**config.mk**
```make
export PLATFORM = sky130hd
export DESIGN_NAME = trng_entropy_buffer
export DESIGN_NICKNAME = d
export VERILOG_FILES = /design/src/rtl/trng_entropy_buffer.sv
export SDC_FILE = /design/constraint.sdc
export NUM_CORES = 1
export LEC_CHECK = 0
export ABC_AREA = 1
export CAP_MARGIN = 0
export CORE_ASPECT_RATIO = 0.7
export CORE_UTILIZATION = 55
export CTS_BUF_LIST = sky130_fd_sc_hd__clkbuf_2
export DETAILED_ROUTE_END_ITERATION = 7
export PLACE_DENSITY = 0.75
export SYNTH_ARGS = -nofsm -noshare
export SYNTH_HDL_FRONTEND = slang
export SYNTH_SLANG_ARGS = --single-unit
export TNS_END_PERCENT = 50
```
**constraint.sdc**
```tcl
create_clock -name iClk -period 9 [get_ports iClk]
set_clock_uncertainty 0.2 [all_clocks]
set_input_delay 1.35 -clock iClk [delete_from_list [all_inputs] [get_ports iClk]]
set_output_delay 1.35 -clock iClk [all_outputs]
set_load 0.02 [all_outputs]
```
**src/rtl/trng_entropy_buffer.sv**
```systemverilog
// TRNG entropy buffer: health-tested sample collector feeding a FWFT FIFO.
// Ports: iClk/iRst clock and sync reset; iEn/oSrc_req/iSrc_valid/iSrc_data
// source side; oData/oValid/iPop/oLevel read side; iThresh/oIrq/iIrq_clr
// level interrupt; oHealth_fail/iFail_clr/oDrop_cnt/oState status.
module trng_entropy_buffer #(
    parameter int WIDTH      = 32,
    parameter int DEPTH      = 8,
    parameter int RCT_CUTOFF = 4,
    parameter int LW         = $clog2(DEPTH) + 1
) (
    input  logic             iClk,
    input  logic             iRst,
    input  logic             iEn,
    output logic             oSrc_req,
    input  logic             iSrc_valid,
    input  logic [WIDTH-1:0] iSrc_data,
    output logic [WIDTH-1:0] oData,
    output logic             oValid,
    input  logic             iPop,
    output logic [LW-1:0]    oLevel,
    input  logic [LW-1:0]    iThresh,
    output logic             oIrq,
    input  logic             iIrq_clr,
    output logic             oHealth_fail,
    input  logic             iFail_clr,
    output logic [7:0]       oDrop_cnt,
    output logic [1:0]       oState
);

    localparam int PW = (DEPTH > 1) ? $clog2(DEPTH) : 1;
    localparam int RW = $clog2(RCT_CUTOFF + 1);

    typedef enum logic [1:0] {
        IDLE = 2'd0,
        FILL = 2'd1,
        FULL = 2'd2,
        FAIL = 2'd3
    } state_e;

    state_e           state_q;
    logic [WIDTH-1:0] mem_q [DEPTH];
    logic [PW-1:0]    wptr_q;
    logic [PW-1:0]    rptr_q;
    logic [LW-1:0]    level_q;
    logic [LW-1:0]    level_d;
    logic [WIDTH-1:0] last_q;
    logic [RW-1:0]    rc_q;
    logic [RW-1:0]    rc_d;
    logic             irq_q;
    logic             hfail_q;
    logic [7:0]       drop_q;

    logic accept;
    logic pop;
    logic full;
    logic trip;
    logic push;
    logic drop;
    logic thr_hit;
    logic irq_d;

    always_comb begin
        accept = iSrc_valid && (state_q == FILL || state_q == FULL);
        pop    = iPop && (level_q != '0) && (state_q != FAIL);
        full   = (level_q == LW'(DEPTH));

        // Run count restarts at 1 on the first sample after reset/FAIL
        // (rc_q == 0) or whenever the sample differs from the last one.
        if (rc_q != '0 && iSrc_data == last_q) begin
            rc_d = rc_q + RW'(1);
        end else begin
            rc_d = RW'(1);
        end

        trip = accept && (rc_d == RW'(RCT_CUTOFF));
        // A full FIFO still takes a sample if a pop frees a slot this cycle.
        push = accept && !trip && (!full || pop);
        drop = accept && !trip && full && !pop;

        level_d = level_q;
        unique case ({push, pop})
            2'b10:   level_d = level_q + LW'(1);
            2'b01:   level_d = level_q - LW'(1);
            default: level_d = level_q;
        endcase

        thr_hit = push && !pop && (iThresh != '0)
                  && ((level_q + LW'(1)) == iThresh);
        // Set beats clear when both happen in one cycle.
        if (thr_hit) begin
            irq_d = 1'b1;
        end else if (iIrq_clr) begin
            irq_d = 1'b0;
        end else begin
            irq_d = irq_q;
        end
    end

    // Storage has no reset; validity is tracked by level_q.
    always_ff @(posedge iClk) begin
        if (push) begin
            mem_q[wptr_q] <= iSrc_data;
        end
    end

    always_ff @(posedge iClk) begin
        if (iRst) begin
            state_q <= IDLE;
            wptr_q  <= '0;
            rptr_q  <= '0;
            level_q <= '0;
            last_q  <= '0;
            rc_q    <= '0;
            irq_q   <= 1'b0;
            hfail_q <= 1'b0;
            drop_q  <= '0;
        end else if (trip) begin
            state_q <= FAIL;
            wptr_q  <= '0;
            rptr_q  <= '0;
            level_q <= '0;
            last_q  <= iSrc_data;
            rc_q    <= rc_d;
            irq_q   <= 1'b1;
            hfail_q <= 1'b1;
        end else if (state_q == FAIL) begin
            irq_q <= iIrq_clr ? 1'b0 : irq_q;
            if (iFail_clr) begin
                state_q <= IDLE;
                hfail_q <= 1'b0;
                rc_q    <= '0;
            end
        end else begin
            if (push) begin
                wptr_q <= wptr_q + PW'(1);
            end
            if (pop) begin
                rptr_q <= rptr_q + PW'(1);
            end
            level_q <= level_d;
            if (accept) begin
                last_q <= iSrc_data;
                rc_q   <= rc_d;
            end
            if (drop && drop_q != 8'hFF) begin
                drop_q <= drop_q + 8'd1;
            end
            irq_q <= irq_d;
            if (!iEn) begin
                state_q <= IDLE;
            end else if (level_d == LW'(DEPTH)) begin
                state_q <= FULL;
            end else begin
                state_q <= FILL;
            end
        end
    end

    assign oSrc_req     = (state_q == FILL);
    assign oValid       = (level_q != '0);
    assign oData        = oValid ? mem_q[rptr_q] : '0;
    assign oLevel       = level_q;
    assign oIrq         = irq_q;
    assign oHealth_fail = hfail_q;
    assign oDrop_cnt    = drop_q;
    assign oState       = state_q;

endmodule

```
# Word-level counts from Yosys, hierarchy flattened

Memory sizes are Yosys's and may differ from the RTL's. A register that Yosys moved wholly into a read port is not among the register bits.
Index checks and enable logic that the tools add are counted.

Memories: 1
Word-level logic and storage cells: 90
Bits of input ports: 43
RAM bits: 256
Register bits: 57
Output and inout port bits: 50

Bitwise gates (word level): 2
Add/subtract/negate cells: 6
Equality and inequality tests: 14
Multiplexer cells: 26
Reduce and logical (&&, ||, !) cells: 32

Memories:

| memory | depth | width | read ports | clocked after memory_dff | write ports | line | source |
|---|---|---|---|---|---|---|---|
| mem_q  | 8     | 32    | 1          | 1                        | 1           | 41   | `logic [WIDTH-1:0] mem_q [DEPTH];` |

Operators with widths:

| cell                                                | count |
|---|---|
| 2-to-1 mux 32 bit                                   | 4 |
| equality test 32 bit                                | 1 |
| 2-to-1 mux 3 bit                                    | 7 |
| logical AND 1 bit                                   | 13 |
| 2-to-1 mux 2 bit                                    | 5 |
| AND reduction 2 bit                                 | 5 |
| adder 3 x 1 -> 3 bit, second input constant         | 3 |
| 2-to-1 mux 1 bit                                    | 9 |
| adder 8 x 1 -> 8 bit, second input constant         | 1 |
| equality test 4 bit, second input constant          | 2 |
| != test 8 bit, second input constant                | 1 |
| one-hot mux 4 bit (2 select lines)                  | 1 |
| nonzero test 4 bit                                  | 2 |
| equality test 2 bit, second input constant          | 3 |
| nonzero test 2 bit                                  | 3 |
| nonzero test 3 bit                                  | 2 |
| adder 4 x 1 -> 4 bit, second input constant         | 1 |
| equality test 2 x 1 -> 1 bit, second input constant | 2 |
| equality test 4 bit                                 | 1 |
| != test 2 bit, second input constant                | 2 |
| subtractor 4 x 1 -> 4 bit, second input constant    | 1 |
| equality test 3 bit, second input constant          | 1 |
| zero test 1 bit                                     | 3 |
| != test 3 bit, second input constant                | 1 |
| other kinds (4)                                     | 6 |

# Longest topological paths before layout

Gate-level depths: netlist (run 1).

Word-level depth: 15
Gate-level depth with buffers: 20
Depth with buffers taken out: 20

# Worst setup path before layout (run 1)

No wires, ideal clock.

Path type: input port to flip-flop
Start: input iSrc_valid
End: memory mem_q[0][0] (enable)
Arrival time: 3.602 ns
Required time: 8.379 ns
Buffers on the path: 1
Setup time: 0.421 ns
Setup slack: 4.777 ns
Cell stages on the path: 7
Cells stage by stage: inv_1 -> nor2_1 -> buf_2 -> nand3_1 -> inv_1 -> nand2_1 -> nor2_1

Word-level cells in the longest chain between the ends: 7

RTL lines:

| element                                  | line | source |
|---|---|---|
| from (decl)                              | 15   | `input logic iSrc_valid,` |
| logical AND 1 bit *                      | 63   | `accept = iSrc_valid && (state_q == FILL \|\| state_q == FULL);` |
| logical AND 1 bit                        | 75   | `trip = accept && (rc_d == RW'(RCT_CUTOFF));` |
| zero test 1 bit                          | 77   | `push = accept && !trip && (!full \|\| pop);` |
| logical AND 1 bit * (2 in series)        | 77   |  |
| 2-to-1 mux 1 bit *                       | 101  | `if (push) begin` |
| 2-to-1 mux 1 bit (not written as such) * | 102  | `mem_q[wptr_q] <= iSrc_data;` |
| to (decl)                                | 41   |  |

Mark *: on every way between the ends. The rest lies on a longest branch, timed or not.

==> flow_metrics.tcl, run 1 <==
set metrics [dict create \
    outcome "finished, final reports clean" \
    overflow 0 \
    avgSynthCellArea_sq_um 10.9 \
    slew_viol_final 0 \
    clock-root-buffer "clkbuf_2" \
    hpwl_microns 16400 \
    synth_seq_area_share 0.675 \
    tightestPinTransition_ps 1250 \
    yosys.area_share.xor_xnor 0.0146 \
    die_x_microns 187 \
    fin_util 0.653 \
    clk_latency_ps 860 \
    ios 93 \
    row_count 46 \
    cts_buffers 74 \
    drt-initial-drc-count 834 \
    drc 0 \
    dieHeight_microns 131 \
    first_pass_iters 6 \
    slew-limit-headroom 0.166 \
    r2r_cells 15 \
    ys_types 41 \
    syn_nets 1264 \
    cts_resized 0 \
    use_met2 0.376 \
    vdd_drop_max_mv 0.138 \
    top_usage_layer "met2" \
    syn_inst 1211 \
    clk_transition_reported_paths_ps 120 \
    period_needed_ps 5520 \
    cts_setup_buffers 0 \
    worstHoldStart "last_q[13]" \
    avgViaCountPerCell 5.50 \
    synthSimpleGateAreaFrac 0.132 \
    cts_tree "built" \
    drive_gt1_frac 0.127 \
    antenna_found_initial 2 \
    grt_max_degree 129 \
    grt_pass1_vias 8956 \
    finalCritPeriodShare 0.614 \
    finalPower_uw 3910 \
    finalHoldViolCount 0 \
    p_leak_uw 0.00534 \
    cts.sinks 316 \
    rsz0062_at_grt "false" \
    grtUsageTotal 0.245 \
    ys_warn_count 0 \
    r2r_slack_ps 4760 \
    place_ws_ps 4130 \
    clock.fmax_ghz 0.181 \
    start_kind "flip-flop" \
    drv_cap 0 \
    synthMuxAreaShare 0 \
    dieArea_sq_um 24600 \
    synth_compound_area_frac 0.126 \
    use_met1 0.352 \
    cts_max_path_buffers 3 \
    io_buffers 92 \
    synth_top_area_share 0.584 \
    min_to "last_q[13]" \
    synth_top_family_by_area "simple AND/OR/NAND/NOR gates" \
    r2r-start "oLevel[0]" \
    synth_area_sq_um 13200 \
    met3_usage 0.0489 \
    layout_common_cells "256 x edfxtp_1, 220 x nor2_1, 188 x o21ai_0" \
    syn2layout_area_growth_pct 14.4 \
    synth_area_leaders "edfxtp_1 58%, dfxtp_1 9.1%, o21ai_0 7.1%, nor2_1 6.5%, nand2_1 3.1%" \
    synthAdderAreaFrac 0.00950 \
    crit_type "flip-flop to primary output" \
    stdcell_count 1697 \
    core_area_sq_um 23100 \
    cts-hold-fix-buffers 0 \
    gp_congestion 0.810 \
    endpoint_kind "primary output" \
    nNetsFinal 1376 \
    start_util 0.571 \
    cp_max_fo 128 \
    h-tree-depth 3 \
    wirelength_microns 29800 \
    mostFrequentLayoutCell "edfxtp_1" \
    reg2reg_to "mem_q[3][7]" \
    drtAntennaViolNets 0 \
    setup_viol 0 \
    finalWorstSetupSlack_ps 3480 \
    grt_pass1_wl_microns 47200 \
    power_density_nw_per_um2 260 \
    yosys_register_bits 316 \
    cp.arrival_ps 3970 \
    worstHoldPathCells 2 \
    min_path_type "flip-flop to flip-flop" \
    worstPathRequired_ps 7450 \
    fin_setup_tns_ps 0 \
    vias 9331 \
    synth.largest_area_cell "edfxtp_1" \
    fill_cells 1819 \
    dp.cells 1559 \
    post_drt_wl_per_cell_microns 17.6 \
]
==> cells by family after synthesis <==
logic type               Yosys count
adder cells (fa/ha/maj)           10
XOR/XNOR                          22
flip-flops                       316
AO/OA/AOI/OAI                    311
AND/OR/NAND/NOR                  404
buffers and inverters            148
==> cell usage after synthesis (all sizes together) <==
cell type    n
edfxtp     256
nor2       234
o21ai      192
nand2      112
inv         80
dfxtp       60
clkbuf      57
a21oi       49
a31oi       33
nand3       33
o22ai       33
xnor2       15
ha          10
nand4       10
nor3         8
buf          7
xor2         7
clkinv       4
nor3b        2
o211ai       2
or2          2
a211oi       1
and2         1
and3         1
nor4b        1
o31ai        1
==> final cells by class <==
| type | count | area [sq um] | share of cell area |
|---|---|---|---|
| clock inverters | 18 | 97.6 | 0.00648 |
| clock buffers | 119 | 596 | 0.0395 |
| diodes | 1 | 2.50 | 0.000166 |
| repair buffers | 100 | 981 | 0.0651 |
| multi-input cells | 747 | 3780 | 0.251 |
| inverters | 84 | 319 | 0.0212 |
| flip-flops and latches | 316 | 8890 | 0.591 |
| well taps | 312 | 390 | 0.0259 |
==> power breakdown <==
group | internal [uW] | switching [uW]
clock network | 376 | 550
registers | 1650 | 63.1
logic | 461 | 808
==> worst max-delay path by stage <==
stage	startpoint	to	slack, ps	cells past startpoint
2_1_floorplan	iSrc_valid	mem_q[0][0]	4780	7
3_3_place_gp	iSrc_data[30]	mem_q[0][29]	4330	13
3_5_place_dp	iSrc_data[18]	mem_q[0][31]	4130	13
4_1_cts	flip-flop	oData[6]	3460	8
5_1_grt	flip-flop	oData[6]	3250	8
6_report	flip-flop	oData[15]	3480	7
==> registers in the layout, indices dropped and copies added (netlist names), named ones only <==
register	count
oHealth_fail	1
oIrq	1
wptr_q	3
oDrop_cnt	8
rptr_q	3
oState	2
mem_q	256
last_q	32
rc_q	3
oLevel	4
==> per-stage QoR <==
stage	area [sq um]	hold WS [ps]
6_report	15100	276
5_1_grt	15100	297
4_1_cts	15100	278
3_5_place_dp	14400	261
3_3_place_gp	14400	253
2_1_floorplan	13200	242
==> metal layers <==
layer	share of wire	up-vias
met2	0.45	324
met1	0.47	4435
met4	0.016	0
met5	0	-
li1	-	4526
met3	0.063	46
==> worst max-delay path: stages, from the launching register on <==
cell             delay, ps
dfxtp_4                510
clkinv_2                80
buf_4                  840
o21ai_0                180
o22ai_1                240
o21ai_0                110
a31oi_1                350
clkdlybuf4s50_1        670
No activity file was read; power rests on OpenSTA's default activity.
==> inputs of run 2 (changes only) <==
Settings changed: PLACE_DENSITY 0.75 to 0.78.
Clock period 9 ns to 4.8 ns, I/O delays scaled along.
==> run 2 against run 1 <==
- clock power increased by 97%
- critical path depth increased by 4
- combinational power up 93%
- final area increased by 1.4%
- sequential cell count unchanged
- largest power group unchanged
- die area unchanged
- register-to-register slack lost 3600 ps
- critical endpoint is now oData[11]
==> flow_metrics.tcl, run 2 (synthesis gave the netlist of run 1 again) <==
set metrics [dict create \
    avgViaCountPerCell 5.66 \
    finalCritPeriodShare 0.956 \
    outcome "finished, final reports clean" \
    min_path_type "flip-flop to flip-flop" \
    setup_viol 0 \
    largest_register "mem_q" \
    clk_transition_reported_paths_ps 100 \
    dieArea_sq_um 24600 \
    crit_type "flip-flop to primary output" \
    tightestPinTransition_ps 1200 \
    nNetsFinal 1397 \
    largest_reg_flops 256 \
    antenna_cells 0 \
    syn2layout_area_growth_pct 15.9 \
    clock.fmax_ghz 0.218 \
    drv_cap 0 \
    gp_congestion 0.826 \
    stdcell_count 1716 \
    cts_max_path_buffers 3 \
    antenna_found_initial 0 \
    cts.sinks 316 \
    dp.cells 1579 \
    fin_setup_tns_ps 0 \
    core_area_sq_um 23100 \
    dieHeight_microns 131 \
    grt_pass1_vias 9440 \
    mostFrequentLayoutCell "edfxtp_1" \
    h-tree-depth 3 \
    hpwl_microns 18900 \
    grt_pass1_wl_microns 49700 \
    period_needed_ps 4590 \
    drt-initial-drc-count 841 \
    grtUsageTotal 0.260 \
    worstPathRequired_ps 3880 \
    drive_gt1_frac 0.136 \
    slew_viol_final 0 \
    drc 0 \
    cp_max_fo 33 \
    start_util 0.571 \
    wirelength_microns 31600 \
    power_density_nw_per_um2 491 \
    cts_buffers 75 \
    cts_tree "built" \
    ios 93 \
    first_pass_iters 5 \
    clk_latency_ps 850 \
    vias 9719 \
    die_x_microns 187 \
    drtAntennaViolNets 0 \
    io_buffers 92 \
    endpoint_kind "primary output" \
    cp.arrival_ps 3670 \
    post_drt_wl_per_cell_microns 18.4 \
    cts_setup_buffers 0 \
    layout_common_cells "256 x edfxtp_1, 220 x nor2_1, 188 x o21ai_0" \
    grt_max_degree 65 \
    vdd_drop_max_mv 0.319 \
    rsz0062_at_grt "false" \
    overflow 0 \
    start_kind "flip-flop" \
    clock-root-buffer "clkbuf_2" \
    p_leak_uw 0.00545 \
    slew-limit-headroom 0.201 \
    row_count 46 \
    finalHoldViolCount 0 \
]
run 2: worst paths after layout:
| path | startpoint | end | slack, ps | cells after the start |
|---|---|---|---|---|
| hold / removal | last_q[14] | last_q[14] | 280 | 2 |
| setup reg to reg | oLevel[0] | mem_q[1][17] | 1160 | 15 |
| hold reg to reg | last_q[14] | last_q[14] | 280 | 2 |
| setup / recovery | oLevel[0] | oData[11] | 210 | 11 |
run 2: worst max-delay path, stage by stage (launching register included):
cell and delay, ps:
dfxtp_1 510, inv_1 130, ha_1 230, inv_1 50
nor2_1 50, inv_2 70, nor2_2 30, inv_2 70
buf_4 380, o21ai_0 220, a31oi_1 390, clkdlybuf4s50_1 680
run 2: layer usage:
| metal | up-vias | routed length, microns | part of all wire | track usage |
|---|---|---|---|---|
| met5 | - | 0 | 0 | 0 |
| met4 | 0 | 573 | 0.018 | 0.0965 |
| li1 | 4574 | - | - | - |
| met3 | 51 | 2750 | 0.087 | 0.0598 |
| met2 | 462 | 14400 | 0.45 | 0.401 |
| met1 | 4632 | 13900 | 0.44 | 0.362 |
run 2: cell type report:
type	instances	area (sq um)
clock inverters	27	185
clock buffers	110	551
multi-input cells	747	3780
flip-flops and latches	316	8890
inverters	84	320
fillers	1748	7820
well taps	312	390
repair buffers	120	1140
run 2: per-stage QoR:
stage	worst slack (ps)	utilization	hold WS (ps)	total power (uW)	area (sq um)
CTS	112	0.661	275	7510	15300
global route	23.3	0.661	296	7890	15300
detailed placement	639	0.629	261	5700	14500
finish	213	0.661	280	7500	15300
global placement	720	0.629	253	5650	14500
floorplan	1040	-	242	4700	13200
run 2: power breakdown:
group | leakage [uW] | internal (uW) | total (uW) | switching, uW
registers | 0.00280 | 3100 | 3220 | 121
logic | 0.00211 | 904 | 2450 | 1550
clock network | 0.000552 | 777 | 1820 | 1050
total | 0.00545 | 4780 | 7500 | 2710
run 2: what timing repair did:
item                       in CTS  in global routing
gates resized for setup         0                  2
setup endpoints to repair       0                  6
hold buffers                    0                  0
